<file path="config.mk">
export PLATFORM = sky130hd
export DESIGN_NAME = match_ctrl_flat
export DESIGN_NICKNAME = d
export VERILOG_FILES = /design/src/rtl/match_ctrl_pkg.sv /design/src/rtl/match_ctrl_if.sv /design/src/rtl/match_timer.sv /design/src/rtl/match_ctrl.sv /design/src/flat_wrapper.sv
export SDC_FILE = /design/constraint.sdc
export NUM_CORES = 1
export LEC_CHECK = 0
export ABC_AREA = 1
export CORE_MARGIN = 5
export CORE_UTILIZATION = 54
export CTS_CLUSTER_DIAMETER = 60
export DETAILED_ROUTE_END_ITERATION = 8
export GPL_TIMING_DRIVEN = 0
export MAX_ROUTING_LAYER = met4
export PLACE_DENSITY = 0.85
export SLEW_MARGIN = 20
export SYNTH_ARGS = -nofsm -noshare
export SYNTH_HDL_FRONTEND = slang
export SYNTH_SLANG_ARGS = --single-unit
</file>
<file path="constraint.sdc">
create_clock -name CLK -period 4.8 [get_ports CLK]
set_clock_uncertainty 0.1 [all_clocks]
set_input_delay 1.44 -clock CLK [delete_from_list [all_inputs] [get_ports CLK]]
set_output_delay 1.44 -clock CLK [all_outputs]
set_load 0.05 [all_outputs]
</file>
<file path="src/rtl/match_ctrl_pkg.sv">
// Shared encodings for the match controller: FSM states, winner codes, KO level.
// Pure declarations; no timing or flow control.
package match_ctrl_pkg;

  typedef enum logic [2:0] {
    ST_IDLE    = 3'd0,
    ST_RND_RST = 3'd1,
    ST_FIGHT   = 3'd2,
    ST_PAUSE   = 3'd3,
    ST_OVER    = 3'd4
  } state_e;

  typedef enum logic [1:0] {
    WIN_NONE = 2'b00,
    WIN_P1   = 2'b01,
    WIN_P2   = 2'b10,
    WIN_DRAW = 2'b11
  } winner_e;

  localparam logic [1:0] HP_KO = 2'd0;

  localparam int unsigned TIMER_W = 5;
  localparam int unsigned PAUSE_W = 4;

  // Distance between two 3-bit positions, never negative.
  function automatic logic [2:0] pos_dist(input logic [2:0] a, input logic [2:0] b);
    return (a >= b) ? (a - b) : (b - a);
  endfunction

endpackage

</file>
<file path="src/rtl/match_ctrl_if.sv">
// Signal bundle between the match controller and its host/Game side.
// master drives START/HP/POS; slave (the controller) drives status and control.
interface match_ctrl_if;
  logic       START;
  logic [1:0] HP1;
  logic [1:0] HP2;
  logic [2:0] P1_POS;
  logic [2:0] P2_POS;

  logic       GAME_RST;
  logic       ACT_EN;
  logic [2:0] STATE;
  logic [1:0] WINS1;
  logic [1:0] WINS2;
  logic [2:0] ROUND;
  logic [4:0] TIMER;
  logic [2:0] DIST;
  logic [1:0] WINNER;
  logic       MATCH_DONE;

  modport master (
    output START, HP1, HP2, P1_POS, P2_POS,
    input  GAME_RST, ACT_EN, STATE, WINS1, WINS2, ROUND, TIMER, DIST, WINNER, MATCH_DONE
  );

  modport slave (
    input  START, HP1, HP2, P1_POS, P2_POS,
    output GAME_RST, ACT_EN, STATE, WINS1, WINS2, ROUND, TIMER, DIST, WINNER, MATCH_DONE
  );
endinterface

</file>
<file path="src/rtl/match_timer.sv">
// Loadable down-counter that sticks at zero; load wins over decrement.
// New value visible the cycle after load_i/dec_i; no backpressure.
module match_timer #(
  parameter int unsigned W = 5
) (
  input  logic         clk,
  input  logic         rst,
  input  logic         load_i,
  input  logic [W-1:0] load_val_i,
  input  logic         dec_i,
  output logic [W-1:0] cnt_o
);

  logic [W-1:0] cnt_q;
  logic [W-1:0] cnt_d;

  always_comb begin
    cnt_d = cnt_q;
    if (load_i) begin
      cnt_d = load_val_i;
    end else if (dec_i && (cnt_q != '0)) begin
      cnt_d = cnt_q - 1'b1;
    end
  end

  always_ff @(posedge clk) begin
    if (rst) begin
      cnt_q <= '0;
    end else begin
      cnt_q <= cnt_d;
    end
  end

  assign cnt_o = cnt_q;

endmodule

</file>
<file path="src/rtl/match_ctrl.sv">
// Best-of-N fighting match sequencer: rounds, timer, KO/timeout scoring, pause.
// All outputs registered or decoded from state; START only honoured in IDLE/OVER.
module match_ctrl
  import match_ctrl_pkg::*;
#(
  parameter int unsigned ROUND_CYCLES = 16,
  parameter int unsigned WINS_NEEDED  = 2,
  parameter int unsigned PAUSE_CYCLES = 4,
  parameter int unsigned MAX_ROUNDS   = 5
) (
  input  logic         CLK,
  input  logic         RST,
  match_ctrl_if.slave  bus
);

  localparam logic [TIMER_W-1:0] FIGHT_LOAD = TIMER_W'(ROUND_CYCLES);
  localparam logic [PAUSE_W-1:0] PAUSE_LOAD = PAUSE_W'(PAUSE_CYCLES - 1);
  localparam logic [1:0]         WINS_MAX   = 2'(WINS_NEEDED);
  localparam logic [2:0]         ROUNDS_MAX = 3'(MAX_ROUNDS);

  state_e     state_q, state_d;
  winner_e    winner_q, winner_d;
  winner_e    rnd_win;
  logic [1:0] wins1_q, wins1_d;
  logic [1:0] wins2_q, wins2_d;
  logic [2:0] round_q, round_d;
  logic [2:0] dist_q, dist_d;
  logic       first_q;
  logic       ko1, ko2, round_end;

  logic               fight_load, fight_dec;
  logic               pause_load, pause_dec;
  logic [TIMER_W-1:0] fight_cnt;
  logic [PAUSE_W-1:0] pause_cnt;

  match_timer #(.W(TIMER_W)) u_fight_timer (
    .clk        (CLK),
    .rst        (RST),
    .load_i     (fight_load),
    .load_val_i (FIGHT_LOAD),
    .dec_i      (fight_dec),
    .cnt_o      (fight_cnt)
  );

  match_timer #(.W(PAUSE_W)) u_pause_timer (
    .clk        (CLK),
    .rst        (RST),
    .load_i     (pause_load),
    .load_val_i (PAUSE_LOAD),
    .dec_i      (pause_dec),
    .cnt_o      (pause_cnt)
  );

  assign ko1    = (bus.HP1 == HP_KO);
  assign ko2    = (bus.HP2 == HP_KO);
  assign dist_d = pos_dist(bus.P1_POS, bus.P2_POS);

  // HP is not trusted on the first FIGHT cycle: the Game block is just leaving reset.
  assign round_end = (state_q == ST_FIGHT) && !first_q &&
                     (ko1 || ko2 || (fight_cnt == '0));

  always_comb begin
    rnd_win = WIN_DRAW;
    if (ko1 && ko2) begin
      rnd_win = WIN_DRAW;
    end else if (ko1) begin
      rnd_win = WIN_P2;
    end else if (ko2) begin
      rnd_win = WIN_P1;
    end else if (bus.HP1 > bus.HP2) begin
      rnd_win = WIN_P1;
    end else if (bus.HP2 > bus.HP1) begin
      rnd_win = WIN_P2;
    end
  end

  always_comb begin
    state_d    = state_q;
    wins1_d    = wins1_q;
    wins2_d    = wins2_q;
    round_d    = round_q;
    winner_d   = winner_q;
    fight_load = 1'b0;
    fight_dec  = 1'b0;
    pause_load = 1'b0;
    pause_dec  = 1'b0;

    case (state_q)
      ST_IDLE, ST_OVER: begin
        if (bus.START) begin
          state_d  = ST_RND_RST;
          wins1_d  = 2'd0;
          wins2_d  = 2'd0;
          winner_d = WIN_NONE;
          round_d  = 3'd1;
        end
      end

      ST_RND_RST: begin
        fight_load = 1'b1;
        state_d    = ST_FIGHT;
      end

      ST_FIGHT: begin
        fight_dec  = 1'b1;
        pause_load = 1'b1;
        if (round_end) begin
          if ((rnd_win == WIN_P1) && (wins1_q != WINS_MAX)) begin
            wins1_d = wins1_q + 2'd1;
          end
          if ((rnd_win == WIN_P2) && (wins2_q != WINS_MAX)) begin
            wins2_d = wins2_q + 2'd1;
          end

          if (wins1_d == WINS_MAX) begin
            state_d  = ST_OVER;
            winner_d = WIN_P1;
          end else if (wins2_d == WINS_MAX) begin
            state_d  = ST_OVER;
            winner_d = WIN_P2;
          end else if (round_q == ROUNDS_MAX) begin
            state_d  = ST_OVER;
            winner_d = (wins1_d > wins2_d) ? WIN_P1 :
                       (wins2_d > wins1_d) ? WIN_P2 : WIN_DRAW;
          end else begin
            state_d = ST_PAUSE;
          end
        end
      end

      ST_PAUSE: begin
        pause_dec = 1'b1;
        if (pause_cnt == '0) begin
          state_d = ST_RND_RST;
          round_d = round_q + 3'd1;
        end
      end

      default: begin
        state_d = ST_IDLE;
      end
    endcase
  end

  always_ff @(posedge CLK) begin
    if (RST) begin
      state_q  <= ST_IDLE;
      wins1_q  <= 2'd0;
      wins2_q  <= 2'd0;
      round_q  <= 3'd0;
      winner_q <= WIN_NONE;
      dist_q   <= 3'd0;
      first_q  <= 1'b0;
    end else begin
      state_q  <= state_d;
      wins1_q  <= wins1_d;
      wins2_q  <= wins2_d;
      round_q  <= round_d;
      winner_q <= winner_d;
      dist_q   <= dist_d;
      first_q  <= (state_q == ST_RND_RST);
    end
  end

  assign bus.STATE      = state_q;
  assign bus.GAME_RST   = (state_q == ST_IDLE) || (state_q == ST_RND_RST) || (state_q == ST_OVER);
  assign bus.ACT_EN     = (state_q == ST_FIGHT);
  assign bus.MATCH_DONE = (state_q == ST_OVER);
  assign bus.WINS1      = wins1_q;
  assign bus.WINS2      = wins2_q;
  assign bus.ROUND      = round_q;
  assign bus.TIMER      = fight_cnt;
  assign bus.DIST       = dist_q;
  assign bus.WINNER     = winner_q;

endmodule

</file>
<file path="src/flat_wrapper.sv">
// flat-port wrapper written by rule: the top's interface ports become plain ports
module match_ctrl_flat import match_ctrl_pkg::*;
#(
  parameter int unsigned ROUND_CYCLES = 16,
  parameter int unsigned WINS_NEEDED  = 2,
  parameter int unsigned PAUSE_CYCLES = 4,
  parameter int unsigned MAX_ROUNDS   = 5
)
  (CLK, RST, bus_START, bus_HP1, bus_HP2, bus_P1_POS, bus_P2_POS, bus_GAME_RST, bus_ACT_EN, bus_STATE, bus_WINS1, bus_WINS2, bus_ROUND, bus_TIMER, bus_DIST, bus_WINNER, bus_MATCH_DONE);
  match_ctrl_if bus_i ();
  input  logic CLK;
  input  logic RST;
  input wire logic [$bits(bus_i.START)-1:0] bus_START;
  input wire logic [$bits(bus_i.HP1)-1:0] bus_HP1;
  input wire logic [$bits(bus_i.HP2)-1:0] bus_HP2;
  input wire logic [$bits(bus_i.P1_POS)-1:0] bus_P1_POS;
  input wire logic [$bits(bus_i.P2_POS)-1:0] bus_P2_POS;
  output wire logic [$bits(bus_i.GAME_RST)-1:0] bus_GAME_RST;
  output wire logic [$bits(bus_i.ACT_EN)-1:0] bus_ACT_EN;
  output wire logic [$bits(bus_i.STATE)-1:0] bus_STATE;
  output wire logic [$bits(bus_i.WINS1)-1:0] bus_WINS1;
  output wire logic [$bits(bus_i.WINS2)-1:0] bus_WINS2;
  output wire logic [$bits(bus_i.ROUND)-1:0] bus_ROUND;
  output wire logic [$bits(bus_i.TIMER)-1:0] bus_TIMER;
  output wire logic [$bits(bus_i.DIST)-1:0] bus_DIST;
  output wire logic [$bits(bus_i.WINNER)-1:0] bus_WINNER;
  output wire logic [$bits(bus_i.MATCH_DONE)-1:0] bus_MATCH_DONE;
  assign bus_i.START = bus_START;
  assign bus_i.HP1 = bus_HP1;
  assign bus_i.HP2 = bus_HP2;
  assign bus_i.P1_POS = bus_P1_POS;
  assign bus_i.P2_POS = bus_P2_POS;
  assign bus_GAME_RST = bus_i.GAME_RST;
  assign bus_ACT_EN = bus_i.ACT_EN;
  assign bus_STATE = bus_i.STATE;
  assign bus_WINS1 = bus_i.WINS1;
  assign bus_WINS2 = bus_i.WINS2;
  assign bus_ROUND = bus_i.ROUND;
  assign bus_TIMER = bus_i.TIMER;
  assign bus_DIST = bus_i.DIST;
  assign bus_WINNER = bus_i.WINNER;
  assign bus_MATCH_DONE = bus_i.MATCH_DONE;
  match_ctrl #(.ROUND_CYCLES(ROUND_CYCLES), .WINS_NEEDED(WINS_NEEDED), .PAUSE_CYCLES(PAUSE_CYCLES), .MAX_ROUNDS(MAX_ROUNDS)) u_core (.CLK(CLK), .RST(RST), .bus(bus_i));
endmodule
</file>
==> metrics.log <==
INFO  metric outcome = completed
INFO  metric initial_core_util = 0.572
INFO  metric route.top_layer_used = met4
INFO  metric number_of_antenna_violations_at_the_first_check_in_global_routing = 0
INFO  metric synthDominantCellAreaShare = 0.314
INFO  metric max_freq = roughly 270 MHz
INFO  metric design_area = between 2000 and 2500 sq um
INFO  metric routedWlPerCell = 11.4 um
INFO  metric grt_max_degree = 14
INFO  metric synth.avg_cell_area = roughly 7 sq um
INFO  metric post_cts.repair.setup_buffers = 0
INFO  metric ff_latch_area = between 500 and 600 sq um
INFO  metric synth.yosys.seq_area_share = 0.314
INFO  metric wl_met1 = between 1.5 and 2 mm
INFO  metric pin_slew_with_the_least_headroom_to_its_limit = slightly above 500 ps
INFO  metric footprint_of_the_multi_input_gates = around 900 sq um
INFO  metric cts_tree = yes
INFO  metric die_y = around 64 um
INFO  metric post_cts_resize_count = 0
INFO  metric worst_path_max_delay_cell = sky130_fd_sc_hd__clkdlybuf4s50_1
INFO  metric antenna_violation_net_count_after_detailed_routing = 0
INFO  metric placement_rows = 19
INFO  metric final_layout_size_suffix_gt1_frac = 0.0738
INFO  metric maxSlewHeadroom = 0.658
INFO  metric syn-cell-area = around 1600 sq um
INFO  metric met2RoutedLength = about 1.6 mm
INFO  metric most_area_hungry_cell_type_in_the_yosys_netlist = sky130_fd_sc_hd__dfxtp_1
INFO  metric min_period_over_period = 0.758
INFO  metric netlist_top_cells_area = sky130_fd_sc_hd__dfxtp_1, sky130_fd_sc_hd__nand2_1, sky130_fd_sc_hd__ha_1
INFO  metric rsz0062_at_grt = no
INFO  metric critPathTopFamily = buffers and inverters
INFO  metric vias_in_the_first_global_route = between 1000 and 1500
INFO  metric power_per_cell_area = around 450 nW/um^2
INFO  metric instances_no_fill = between 300 and 400
INFO  metric leakage_power_figure = a little over 0.0009 uW
INFO  metric post_cts_hold_buffer_count = 0
INFO  metric ys_types = 29
INFO  metric port_buffers = 35
INFO  metric dr.first_iter.drc_count = 57
INFO  metric critPathLaunchType = flip-flop
INFO  metric critical_path_sink_type = primary output
INFO  metric timing.critical_path.fanout_max = 6
INFO  metric wirelength = around 3.4 mm
INFO  metric timing.critical_path.buf_inv = 2
INFO  metric synth_ff_type = sky130_fd_sc_hd__dfxtp_1
INFO  metric critPathArrivalTime = ~2100 ps
INFO  metric antennaDiodeCount = 0
INFO  metric cts_root_buffer = sky130_fd_sc_hd__clkbuf_4
INFO  metric tritoncts_buffer_count = 3
INFO  metric synth_edf_count = 0
INFO  metric finalSetupViolations = 0
INFO  metric detailedRoute.firstPassIterationCount = 4
INFO  metric finish.utilization = 0.722
INFO  metric syn_to_final_growth = 26.1%
INFO  metric tns = 0 ps
INFO  metric synth.ff_latch_count = 25
INFO  metric finalNetCount = around 300
INFO  metric timing.critical_path.cells = inv_2 -> nor3_4 -> clkdlybuf4s50_1
INFO  metric worst_ir_drop_vdd = 0.315 mV
INFO  metric vias = 1540
INFO  metric gr-total-overflow = 0
INFO  metric drc = 0
INFO  metric ys_warn_count = 0
INFO  metric skew_pair_late_insertion_delay = approximately 320 ps
INFO  metric synthCells = between 200 and 250
INFO  metric max-clock-path-buffers = 2
INFO  metric timing_worst_setup_path_type = flip-flop to primary output
INFO  metric numPlacedInstances = 298
INFO  metric top_level_ports = 36
INFO  metric dp.final_hpwl = 2.77 mm
INFO  metric holdCritPathClass = flip-flop to flip-flop
INFO  metric final_max_slew_viol_count = 0
INFO  metric grt_first_pass_wirelength = ~6.1 mm
INFO  metric synth-async-reset-ratio = 0
INFO  metric final_worst_path_period_need = between 3000 and 4000 ps
INFO  metric dieArea = 4130 sq um
INFO  metric viasPerCell = 5.10
INFO  metric wl_met3 = ~140 um
INFO  metric timing_hold_violations_final = 0
INFO  metric synth_fp_nets = around 260
INFO  metric max_stage_delay = just under 900 ps
INFO  metric numClockSinks = 25
INFO  metric max_cap_viol_count = 0
INFO  metric worst-endpoint-required = 3260 ps
INFO  metric core_area = 2780 sq um
INFO  metric die-width = 64.3 um
INFO  metric cts_htree_levels = 1
INFO  metric grt_util_all_layers = 0.182
INFO  metric place.gp.congestion = ~0.85
INFO  metric clk_pin_slew_worst_paths = roughly 140 ps
INFO  metric place_area = slightly below 2000 sq um
INFO  metric fill_cells = approximately 240
-- cells in the mapped netlist (all sizes together) (2+ instances only) --
| cell type | n |
|---|---|
| clkinv | 2 |
| and3 | 2 |
| fa | 2 |
| o21ai | 12 |
| nand3 | 15 |
| nand4 | 2 |
| ha | 14 |
| nor3 | 5 |
| a21oi | 23 |
| nand2 | 52 |
| nor2 | 22 |
| inv | 48 |
| dfxtp | 25 |
-- metrics by stage --
stage | setup WS [ps] | power [uW] | hold WS, ps
final | 1160 | 901 | 372
after global routing | 1110 | 974 | 390
after CTS | 1170 | 904 | 374
after detailed placement | 1190 | 806 | 354
after global placement | 1230 | 795 | 352
after floorplan | 1750 | 661 | 350
-- final cells by class --
| type | instances | share of cell area |
|---|---|---|
| Sequential cell | 25 | 0.249 |
| Inverter | 50 | 0.0935 |
| Tap cell | 31 | 0.0193 |
| Clock buffer | 4 | 0.0131 |
| Timing Repair Buffer | 35 | 0.175 |
| Buffer | 1 | 0.00187 |
| Multi-Input combinational cell | 156 | 0.448 |
-- metal layers --
| layer | track usage | up-vias |
|---|---|---|
| li1 | - | 821 |
| met1 | 0.220 | 679 |
| met2 | 0.313 | 35 |
| met3 | 0.0280 | 5 |
| met4 | 0.0458 | 0 |
| met5 | - | - |
-- sequential cells by signal, indices dropped and copies added, names as in the netlist --
name and cells:
u_core.u_pause_timer.cnt_o 4, u_core.bus.WINNER 2, u_core.bus.STATE 3, u_core.bus.DIST 3, u_core.bus.WINS1 2, u_core.bus.WINS2 2
u_core.u_fight_timer.cnt_o 5, u_core.first_q 1, u_core.bus.ROUND 3
-- worst reg2reg max path, delay by kind of cell, from the launching register on --
kind	cells	cell delay (ps)
fa+ha+maj	2	410
simple gates	9	800
buf+inv	2	130
flops	1	400
-- power breakdown --
group / switching, uW / internal (uW) / leakage [uW]
Sequential: 34.5 / 244 / 0.000204
Clock: 65.6 / 32.6 / 0.0000150
Combinational: 354 / 170 / 0.000717
Total: 454 / 447 / 0.000935
-- final timing paths --
path	slack (ps)	start	depth (start not counted)	end
worst max-delay path	1160	u_core.bus.STATE[1]$_SDFFE_PP0P_	3	bus_ACT_EN
worst min-delay path	370	u_core.bus.WINNER[0]$_SDFFE_PP0P_	2	u_core.bus.WINNER[0]$_SDFFE_PP0P_
worst max register to register	2850	u_core.bus.WINS1[0]$_SDFFE_PP0P_	13	u_core.bus.WINNER[1]$_SDFFE_PP0P_
worst min register to register	370	u_core.bus.WINNER[0]$_SDFFE_PP0P_	2	u_core.bus.WINNER[0]$_SDFFE_PP0P_
-- cells by family after synthesis --
| kind of cell | share of synthesized area |
|---|---|
| compound gates | 0.126 |
| fa+ha+maj | 0.135 |
| buf+inv | 0.120 |
| flops | 0.314 |
| mux | 0.00629 |
| simple gates | 0.298 |
-- cells in the final DEF (no fill, tap or decap), drive strengths merged --
master | Yosys | final
a211oi | 1 | 1
a21oi | 23 | 23
a31oi | 1 | 1
and3 | 2 | 2
clkbuf | 1 | 5
clkdlybuf4s50 | 0 | 35
clkinv | 2 | 2
dfxtp | 25 | 25
fa | 2 | 2
ha | 14 | 14
inv | 48 | 48
mux2i | 1 | 1
nand2 | 52 | 52
nand3 | 15 | 15
nand3b | 1 | 1
nand4 | 2 | 2
nor2 | 22 | 22
nor3 | 5 | 5
nor3b | 1 | 1
nor4 | 1 | 1
o211ai | 1 | 1
o21ai | 12 | 12
No activity file was read; power rests on OpenSTA's default activity.
